**config.mk**
```make
export PLATFORM = sky130hd
export DESIGN_NAME = adc_avg_monitor
export DESIGN_NICKNAME = d
export VERILOG_FILES = /design/src/rtl/adc_avg_monitor.sv
export SDC_FILE = /design/constraint.sdc
export NUM_CORES = 1
export LEC_CHECK = 0
export ABC_CLOCK_PERIOD_IN_PS = 10900
export CAP_MARGIN = 0
export CELL_PAD_IN_SITES_DETAIL_PLACEMENT = 0
export CELL_PAD_IN_SITES_GLOBAL_PLACEMENT = 2
export CORE_UTILIZATION = 45
export DETAILED_ROUTE_END_ITERATION = 16
export PLACE_DENSITY = 0.84
export SETUP_SLACK_MARGIN = 0.5
export SYNTH_ARGS = -nofsm -noshare
export SYNTH_HDL_FRONTEND = slang
export SYNTH_SLANG_ARGS = --single-unit
```
**constraint.sdc**
```tcl
create_clock -name clk -period 10.9 [get_ports clk]
set_input_delay 2.725 -clock clk [delete_from_list [all_inputs] [get_ports clk]]
set_output_delay 2.725 -clock clk [all_outputs]
set_load 0.01 [all_outputs]
```
**src/rtl/adc_avg_monitor.sv**
```systemverilog
// Moving-average filter over the last 2**AVG_LOG2 ADC samples, with a
// sticky over-limit fault raised after OC_COUNT consecutive high codes.
module adc_avg_monitor #(
   parameter int              BITS      = 12,
   parameter int              AVG_LOG2  = 3,
   parameter logic [BITS-1:0] OC_THRESH = BITS'(3500),
   parameter int              OC_COUNT  = 4
) (
   input  logic            clk,
   input  logic            rst,
   input  logic [BITS-1:0] sample_in,
   input  logic            sample_valid,
   input  logic            clear_fault,
   output logic [BITS-1:0] avg_out,
   output logic            avg_valid,
   output logic            over_limit,
   output logic            filled
);

   localparam int N     = 32'd1 << AVG_LOG2;
   localparam int SUM_W = BITS + AVG_LOG2;
   localparam int CNT_W = $clog2(OC_COUNT + 1);

   typedef enum logic [0:0] {
      ST_FILL = 1'b0,
      ST_RUN  = 1'b1
   } state_t;

   state_t              state_r;
   state_t              state_next_s;
   logic [BITS-1:0]     sample_buf_r [N];
   logic [SUM_W-1:0]    sum_r;
   logic [SUM_W-1:0]    sum_next_s;
   logic [AVG_LOG2-1:0] wr_ptr_r;
   logic [AVG_LOG2-1:0] fill_cnt_r;
   logic [CNT_W-1:0]    oc_cnt_r;
   logic [CNT_W-1:0]    oc_cnt_next_s;
   logic                over_limit_next_s;
   logic                fill_done_s;
   logic                emit_s;
   logic                over_s;
   logic                reach_s;
   logic [BITS-1:0]     avg_out_r;
   logic                avg_valid_r;
   logic                over_limit_r;
   logic                filled_r;

   // Sum always equals the buffer contents, so subtracting the oldest entry cannot underflow.
   assign sum_next_s = sum_r + SUM_W'(sample_in) - SUM_W'(sample_buf_r[wr_ptr_r]);
   assign over_s     = (sample_in >= OC_THRESH);
   assign reach_s    = sample_valid && over_s && (oc_cnt_r == CNT_W'(OC_COUNT - 1));
   assign emit_s     = sample_valid && ((state_r == ST_RUN) || fill_done_s);

   // Fill/run sequencing: the Nth accepted sample completes the window.
   always_comb begin
      state_next_s = state_r;
      fill_done_s  = 1'b0;
      case (state_r)
         ST_FILL: begin
            if (sample_valid && (fill_cnt_r == AVG_LOG2'(N - 1))) begin
               state_next_s = ST_RUN;
               fill_done_s  = 1'b1;
            end else begin
               state_next_s = ST_FILL;
            end
         end
         ST_RUN:  state_next_s = ST_RUN;
         default: state_next_s = ST_FILL;
      endcase
   end

   // Consecutive over-threshold counter and fault flag; a completing sample beats clear_fault.
   always_comb begin
      oc_cnt_next_s     = oc_cnt_r;
      over_limit_next_s = over_limit_r;
      if (reach_s) begin
         oc_cnt_next_s     = CNT_W'(OC_COUNT);
         over_limit_next_s = 1'b1;
      end else if (clear_fault) begin
         oc_cnt_next_s     = (sample_valid && over_s) ? CNT_W'(1) : {CNT_W{1'b0}};
         over_limit_next_s = 1'b0;
      end else if (sample_valid) begin
         if (!over_s) begin
            oc_cnt_next_s = {CNT_W{1'b0}};
         end else if (oc_cnt_r == CNT_W'(OC_COUNT)) begin
            oc_cnt_next_s = oc_cnt_r;
         end else begin
            oc_cnt_next_s = oc_cnt_r + CNT_W'(1);
         end
      end else begin
         oc_cnt_next_s = oc_cnt_r;
      end
   end

   // State, sample window and registered outputs.
   always_ff @(posedge clk) begin
      if (rst) begin
         for (int i = 0; i < N; i++) begin
            sample_buf_r[i] <= {BITS{1'b0}};
         end
         sum_r        <= {SUM_W{1'b0}};
         wr_ptr_r     <= {AVG_LOG2{1'b0}};
         fill_cnt_r   <= {AVG_LOG2{1'b0}};
         oc_cnt_r     <= {CNT_W{1'b0}};
         state_r      <= ST_FILL;
         avg_out_r    <= {BITS{1'b0}};
         avg_valid_r  <= 1'b0;
         over_limit_r <= 1'b0;
         filled_r     <= 1'b0;
      end else begin
         if (sample_valid) begin
            sum_r                  <= sum_next_s;
            sample_buf_r[wr_ptr_r] <= sample_in;
            wr_ptr_r               <= wr_ptr_r + AVG_LOG2'(1);
         end
         if (sample_valid && (state_r == ST_FILL)) begin
            fill_cnt_r <= fill_cnt_r + AVG_LOG2'(1);
         end
         if (emit_s) begin
            avg_out_r <= BITS'(sum_next_s >> AVG_LOG2);
         end
         if (fill_done_s) begin
            filled_r <= 1'b1;
         end
         state_r      <= state_next_s;
         avg_valid_r  <= emit_s;
         oc_cnt_r     <= oc_cnt_next_s;
         over_limit_r <= over_limit_next_s;
      end
   end

   assign avg_out    = avg_out_r;
   assign avg_valid  = avg_valid_r;
   assign over_limit = over_limit_r;
   assign filled     = filled_r;

endmodule

```
==> impl_metrics.tcl <==
set metrics [dict create \
    dieArea_mm2 0.01632 \
    portBuffers 30 \
    num_rows 45 \
    async_flop_share 0 \
    htreeDepth 4 \
    place_hpwl_mm 10.47 \
    clkTransAtPathRegs_ns 0.06 \
    seq_area_frac_synth 0.5261 \
    syn_area_per_cell_um2 11.57 \
    outcome "finished clean" \
    grt_max_degree 53 \
    synth_nets 664 \
    setup_viol 0 \
    clockRootBuffer "clkbuf_16" \
    dieHeight_um 127.7 \
    cap_viol_max_count 0 \
    hold_slack_ns 0.4570 \
    ir_worst_vdd_v 0.0001459 \
    required_ns 11.19 \
    hold_class "flop to flop" \
    slew_violations 0 \
    viasPerCell 5.648 \
    clk_latency_ns 0.43 \
    max_freq_mhz 176.4 \
    relSlewSlack 0.3520 \
    die_x_um 127.7 \
    grt_pass1_vias 4849 \
    num-fill-cells 1353 \
    p_per_area_mw_per_mm2 211.6 \
    finalSetupTns_ns 0 \
    startpoint_type "primary input" \
    cp-endpoint "sum_r[11]" \
    io_pins 31 \
    area_growth_pct 15.95 \
    drt_pass1_iterations 5 \
    tightest_slew_ns 0.9709 \
    final_common_cell "edfxtp_1" \
    arrival_ns 5.96 \
    cts_tree "done" \
    worst-setup-path-type "primary input to flop" \
    path_max_fanout 9 \
    drt_wl_total_mm 16.20 \
    ys_seq_elements 139 \
    ant_nets 0 \
    clkSinkCount 139 \
    grt_pass1_wl_mm 26.45 \
    syn_area_mm2 0.007116 \
    antenna_cells 0 \
    crit_start "sample_in[3]" \
    yosysTopAreaCell "edfxtp_1" \
    synth_cell_types 57 \
    start_util 0.4646 \
    avgRoutedWirePerCell_um 18.88 \
    layout.nets 683 \
    synthCells 615 \
    antenna_found_initial 0 \
    fin_util 0.5387 \
    cts_inserted_buffers 17 \
    fin_crit_sh 0.5202 \
    drtIter0Drc 381 \
    gp_congestion 0.7887 \
    synth_edf_count 96 \
    drive_above_1_share 0.1561 \
    rsz0062_at_grt "no" \
    final_cell_mix "edfxtp_1 (96), nor3_1 (77), inv_1 (46)" \
    reg2reg_setup_slack_ns 6.83 \
    cp-end-kind "flop" \
    overflow 0 \
    layout_min_cycle_time_ns 5.670 \
    clockBufferDepth 2 \
    core_area_mm2 0.01531 \
    ys_warn_count 0 \
    power_leakage_uw 0.002963 \
    ys.flop_type "edfxtp_1" \
    drc 0 \
    synth_top_area_frac 0.4051 \
    hold_buffers 0 \
    finClkSkew_ns 0.01096 \
    grt_use_total 0.2171 \
    synth_area_leaders "edfxtp_1 (41%), dfxtp_1 (12%), mux4_2 (7.6%), nor3_1 (5.4%), ha_1 (3.7%)" \
    hold_viol_final 0 \
    r2r_cells 12 \
    r2r-end "sum_r[11]" \
    post_cts_buffers 0 \
    vias 4846 \
    post_cts_resize_count 0 \
]
-- power by group --
group	switching [µW]	internal, µW
logic	313	221
clock network	229	363
registers	15.3	604
-- cells by family after synthesis --
group                      share of synthesized area
xor gates and xnor gates                    0.009847
DFF                                           0.5261
muxes                                         0.1132
and+or+nand+nor                               0.1486
AOI/OAI and AO/OA                            0.07632
buffers and inverters                        0.05521
adders and majority gates                    0.07069
-- layer usage --
| layer | global-route usage | part of all wire | vias up |
|---|---|---|---|
| li1 | - | - | 2321 |
| met1 | 0.2975 | 0.45 | 2334 |
| met2 | 0.3430 | 0.47 | 168 |
| met3 | 0.04800 | 0.060 | 23 |
| met4 | 0.07197 | 0.015 | 0 |
| met5 | 0 | 0 | - |
-- stage by stage --
step	power, µW	setup slack, ns	instance area [µm²]	cells
after global placement	1154	4.864	7652	826
final	1745	5.230	8250	858
after detailed placement	1161	4.766	7652	826
after floorplan	1047	5.742	7116	615
after global routing	1851	4.961	8250	858
after CTS	1755	5.253	8250	858
-- Yosys cell counts (2+ instances only) --
| master | n |
|---|---|
| edfxtp_1 | 96 |
| nor3_1 | 77 |
| inv_1 | 46 |
| dfxtp_1 | 43 |
| clkbuf_1 | 36 |
| nor2_1 | 30 |
| mux4_2 | 24 |
| nand2_1 | 24 |
| nor4_1 | 24 |
| ha_1 | 21 |
| a21oi_1 | 19 |
| nand3_1 | 14 |
| mux2i_1 | 13 |
| fa_1 | 12 |
| mux2_2 | 12 |
| clkinv_1 | 9 |
| a21o_1 | 8 |
| nand2b_1 | 8 |
| o21ai_1 | 8 |
| o21ai_0 | 7 |
| o31ai_1 | 7 |
| xnor2_1 | 6 |
| buf_2 | 5 |
| nand4_1 | 5 |
| nor3b_1 | 5 |
| a21oi_2 | 4 |
| buf_1 | 4 |
| o211ai_1 | 4 |
| a21boi_1 | 3 |
| and3_1 | 3 |
| inv_2 | 3 |
| nor2b_1 | 3 |
| o21a_1 | 3 |
| or3_1 | 3 |
| a311o_1 | 2 |
| o32ai_1 | 2 |
| xor2_1 | 2 |
-- sequential cells by signal, summed over array words and instances (netlist names), named ones only --
name and flops:
over_limit 1, oc_cnt_r 3, fill_cnt_r 3, state_r 1, filled 1, sum_r 15, sample_buf_r 96, wr_ptr_r 3
avg_valid 1, avg_out 12
-- critical path: stages --
cell,delay [ns]
clkdlybuf4s50_1,0.49
clkinv_1,0.32
fa_1,0.63
inv_1,0.04
ha_1,0.36
a21o_1,0.20
a21o_1,0.20
o211ai_1,0.37
a311o_1,0.32
mux2i_1,0.22
o31ai_1,0.09
-- final cells by class --
type | count | area [µm²] | area share
flip-flops and latches | 139 | 3744 | 0.4537
multi-input cells | 373 | 3014 | 0.3653
clock buffers | 20 | 436.7 | 0.05293
repair buffers | 45 | 412.9 | 0.05005
well taps | 211 | 264.0 | 0.03200
inverters | 58 | 217.7 | 0.02639
clock inverters | 12 | 161.4 | 0.01956
-- how the worst min path moves through the flow --
stage,from,endpoint,slack [ns],cells after the start
after detailed placement,avg_out[7],avg_out[7],0.45,2
final,avg_out[7],avg_out[7],0.46,2
after global placement,avg_out[7],avg_out[7],0.45,2
after floorplan,sum_r[10],sum_r[10],0.45,2
after global routing,avg_out[7],avg_out[7],0.48,2
after CTS,avg_out[7],avg_out[7],0.46,2
(Power assumes the default switching activity.)
==> patch 1: new RTL, config.mk and constraints unchanged <==
Put one more register stage on the output `filled`, without a reset. The value now appears one clock later. The other outputs are not delayed to match.
--- a/src/rtl/adc_avg_monitor.sv
+++ b/src/rtl/adc_avg_monitor.sv
@@ -134,3 +134,5 @@
    assign over_limit = over_limit_r;
-   assign filled     = filled_r;
+   always_ff @(posedge clk) begin
+      filled <= filled_r;
+   end
 
Function: changed (Yosys sat finds a counterexample within 10 cycles, from zero or initial values and one cycle with rst high).
==> patch 1 against the unedited design <==
Worst setup slack improved by 0.086 ns; sequential cell count up 1; cell area increased by 0.41%; hold slack lost 0.093 ns; wire length up 2.5%; area after synthesis up 0.28%; power rose by 1.2%; largest cell class unchanged.
==> patch 1: results (changes against the unedited design) <==
- Status: complete, no violations
- Clock latency on the worst-skew pair: 0.42 ns
- Finished Layout Cells: 859 (+0.12%)
- Inst Count DP: 827 (+0.12%)
- Yosys cell types: 57 (unchanged)
- Gp weighted congestion: 0.7719 (-2.1%)
- CP max stage cell: fa_1
- Net Count, Synth: 665 (+0.15%)
- First-pass GRT wire length: 26,840 um (+1.5%)
- HPWL after DPL: 10,450 um (-0.17%)
- # diodes: 0 (unchanged)
- Worst rel slew slack: 33.40% (-1.8 points)
- Number of buffers created by CTS: 17 (unchanged)
- Post-Syn Area per Cell: 11.58 um2 (+0.12%)
- DR WL/cell: 19.32 um (+2.4%)
- CP max FO: 9 (unchanged)
- Area of placed instances: 7672 um2 (+0.26%)
- GRT Util Overall: 22.16% (+0.45 points)
- Vias in the first global route: 5,086 (+4.9%)
- Async set-reset flop share out of synthesis: 0% (unchanged)
- Post-CTS Setup Bufs: 0 (unchanged)
- Internal power: 1.192 mW (+0.39%)
- Reg clk slew, reported paths: 0.06 ns (about the same)
- Pleak: 2.983 nW (+0.67%)
- Max clock buf depth: 2 (unchanged)
- Top post-synthesis cells by count: 96 x edfxtp_1, 77 x nor3_1, 46 x inv_1, 44 x dfxtp_1, 36 x clkbuf_1
- Total Nets Final: 684 (+0.15%)
- Data arrival, critical path: 5.88 ns (-0.08 ns)
- Crit-path leading delay family: compound AO/OA/AOI/OAI gates
- Post-synthesis sequential area ratio: 52.74% (+0.13 points)
- Layout Skew: 0.006976 ns (-0.003988 ns)
- Worst VDD drop: 0.1475 mV (+1.1%)
- Initial DRC Count: 392 (+2.9%)
- FILL cells: 1,350 (-0.22%)
- Layout cell share with drive strength beyond 1: 15.90% (+0.28 points)
- Largest net degree at the start of global routing: 53 (unchanged)
- Ys Warns: 0 (unchanged)
- First-pass DRT Iterations: 5 (unchanged)
- Synth top area cells: edfxtp_1 40%, dfxtp_1 12%, mux4_2 7.6%, nor3_1 5.4%, ha_1 3.7%
- CTS H-tree lvls: 4 (unchanged)
- Vias: 4,880 (+0.70%)
- Initial antenna violation count: 0 (unchanged)
- Post-synth EDFFs: 96 (unchanged)
- Root Driver: clkbuf_16
[patch 1: area by class of cell]
type	instances	area (um2)	area share, %
clock inverter	15	186.4	2.250
sequential	140	3764	45.43
timing repair buffer	45	412.9	4.984
tap	211	264.0	3.187
clock buffer	17	425.4	5.135
multi-input combinational	373	3014	36.38
inverter	58	217.7	2.628
[patch 1: final timing paths]
check                   end         start  slack, ns  depth (start not counted)
setup / recovery  sum_r[11]  sample_in[3]       5.32                         11
hold / removal       filled      filled_r       0.36                          0
setup reg to reg  sum_r[11]      register       6.90                         12
hold reg to reg      filled      filled_r       0.36                          0
[patch 1: logic make-up after synthesis]
family                   Yosys count  share of synthesized area, %
XOR/XNOR                           8                        0.9820
multiplexers                      49                         11.29
AO/OA/AOI/OAI                     79                         7.610
AND/OR/NAND/NOR                  204                         14.82
flip-flops                       140                         52.74
adder cells (fa/ha/maj)           33                         7.049
buffers and inverters            103                         5.506
[patch 1: power groups by stage]
| stage | Sequential (mW) | Combinational [mW] | Clock, mW |
|---|---|---|---|
| finish | 0.623 | 0.540 | 0.603 |
| global route | 0.627 | 0.608 | 0.633 |
| CTS | 0.623 | 0.542 | 0.610 |
| detailed placement | 0.634 | 0.538 | 0 |
| global placement | 0.632 | 0.532 | 0 |
| floorplan | 0.629 | 0.422 | 0 |
[patch 1: metrics by stage]
stage          hold WS (ns)  setup WS, ns  util, %
2_1_floorplan        0.3315         5.742        -
3_3_place_gp         0.3400         4.946    50.10
3_5_place_dp         0.3489         4.875    50.10
4_1_cts              0.3634         5.320    54.09
5_1_grt              0.3636         5.088    54.09
6_report             0.3639         5.316    54.09
[patch 1: routing by layer]
metal  global-route usage [%]  up-vias  wire length [um]
met1                    28.39     2385              7341
met2                    36.64      150              8072
met5                        0        -                 0
met3                    5.342       16               921
li1                         -     2329                 -
met4                    8.028        0               264
==> patch 2: new RTL, same flow settings <==
Without the edit above. Set the parameter `AVG_LOG2` to 2 (it was 3).
--- a/src/rtl/adc_avg_monitor.sv
+++ b/src/rtl/adc_avg_monitor.sv
@@ -4,3 +4,3 @@
    parameter int              BITS      = 12,
-   parameter int              AVG_LOG2  = 3,
+   parameter int              AVG_LOG2  = 2,
    parameter logic [BITS-1:0] OC_THRESH = BITS'(3500),
Check against the original RTL: not equivalent (Yosys sat finds a counterexample within 10 cycles, from zero or initial values and one cycle with rst high).
==> patch 2 against the unedited design <==
Sequential cell count fell by 52; wire length fell by 37%; worst setup slack improved by 0.29 ns; fmax rose by 5.3%; cell area fell by 35%; utilization fell by 0.18 points; synthesized cell count fell by 28%; combinational power fell by 3%; die area fell by 34%; area after synthesis fell by 34%; power fell by 32%.
==> patch 2: results (changes against the unedited design) <==
- Status: complete, no violations
- Root Driver: clkbuf_8
- Gp weighted congestion: 0.7864 (-0.29%)
- Pleak: 2.080 nW (-30%)
- Clock latency on the worst-skew pair: 0.37 ns (-0.06 ns)
- Synth top area cells: edfxtp_1 31%, dfxtp_1 17%, mux4_2 5.8%, fa_1 5.1%, ha_1 4.8%
- Yosys cell types: 55 (-3.5%)
- Number of buffers created by CTS: 9 (-8)
- Compound-Gate Fraction of Synth Area: 10.97% (+3.3 points)
- Top post-synthesis cells by count: 54 x inv_1, 48 x edfxtp_1, 41 x nor2_1, 39 x dfxtp_1, 28 x and2_1
- Data arrival, critical path: 5.64 ns (-0.32 ns)
- CTS H-tree lvls: 3 (-1)
- Reg clk slew, reported paths: 0.09 ns (+0.03 ns)
- CP max FO: 4 (-5)
- Largest register FFs: 48 (-50%)
- HPWL after DPL: 7130 um (-32%)
- Layout cell share with drive strength beyond 1: 10.59% (-5.0 points)
- First-pass DRT Iterations: 4 (-1)
- Leading cell type in the layout, fill and taps excluded: inv_1
- Total Nets Final: 513 (-25%)
- R2R depth: 10 (-2)
- Net Count, Synth: 489 (-26%)
- Post-DR vias/cell: 5.407 (-4.3%)
- Worst VDD drop: 0.09275 mV (-36%)
- Layout Skew: 0.01626 ns (+0.005294 ns)
- DR WL/cell: 16.75 um (-11%)
- First-pass GRT wire length: 17,330 um (-35%)
- Async set-reset flop share out of synthesis: 0% (unchanged)
- Post-synthesis sequential area ratio: 47.31% (-5.3 points)
- Area of placed instances: 5120 um2 (-33%)
- Post-synth EDFFs: 48 (-50%)
- Post-synthesis mux area share: 7.672% (-3.7 points)
- Hold path startpoint: avg_out[4]
- Largest net degree at the start of global routing: 55 (+3.8%)
- Place WS: 5.150 ns (+0.3839 ns)
- Vias in the first global route: 3,375 (-30%)
- Switch Pwr: 0.4530 mW (-19%)
- GRT Util Overall: 20.72% (-0.98 points)
- Worst slew pin tran: 0.8787 ns (-0.09227 ns)
patch 2: cell count changes after synthesis, sizes merged, moves of 7 or more:
cell / unedited run / this run
mux4: 24 / 12
edfxtp: 96 / 48
nand3: 14 / 5
nor4: 24 / 12
mux2: 12 / 0
nor2: 30 / 41
nor3: 77 / 10
a21o: 9 / 2
and2: 0 / 28
clkinv: 9 / 0
clkbuf: 36 / 21
patch 2: per-layer routing:
layer / share of wire (%) / vias to the layer above / track usage, %
met4: 1.4 / 0 / 7.551
met2: 50 / 53 / 35.67
met3: 2.7 / 11 / 3.133
li1: - / 1605 / -
met1: 46 / 1602 / 26.42
met5: 0 / - / 0
patch 2: cell type report:
cell class,count,area (um2)
Inverter,54,202.7
Tap cell,133,166.4
Sequential cell,87,2222
Clock buffer,9,123.9
Timing Repair Buffer,37,347.8
Multi-Input combinational cell,278,2181
Fill cell,908,4609
Clock inverter,7,101.3
patch 2: path summary, 6_finish.rpt:
check | end | slack, ns
max | sum_r[8] | 5.52
min | avg_out[4] | 0.46
max reg2reg | sum_r[13] | 7.05
min reg2reg | avg_out[4] | 0.46
patch 2: worst max-delay path, cell delays in order:
cell             delay (ns)
clkdlybuf4s50_1        0.54
inv_1                  0.12
fa_1                   0.54
inv_1                  0.04
ha_1                   0.33
nor2b_1                0.16
o31a_2                 0.32
o21ai_2                0.15
a21oi_1                0.12
or4_1                  0.50
o311ai_0               0.09
patch 2: power groups by stage:
stage / clock network, mW / registers [mW] / logic, mW
after floorplan: 0 / 0.405 / 0.412
after global placement: 0 / 0.416 / 0.516
after detailed placement: 0 / 0.418 / 0.520
after CTS: 0.264 / 0.410 / 0.524
after global routing: 0.275 / 0.415 / 0.597
final: 0.257 / 0.409 / 0.519
patch 2: stage by stage:
stage,hold WS [ns],instances
2_1_floorplan,0.4502,443
3_5_place_dp,0.4494,589
4_1_cts,0.4664,605
3_3_place_gp,0.4474,589
5_1_grt,0.4914,605
6_report,0.4642,605
patch 2: logic make-up (layout without fill, tap and decap cells):
family / after synthesis / in the layout
AOI/OAI and AO/OA: 73 / 73
xor gates and xnor gates: 8 / 8
adders and majority gates: 30 / 30
buffers and inverters: 78 / 107
DFF: 87 / 87
muxes: 21 / 21
and+or+nand+nor: 146 / 146
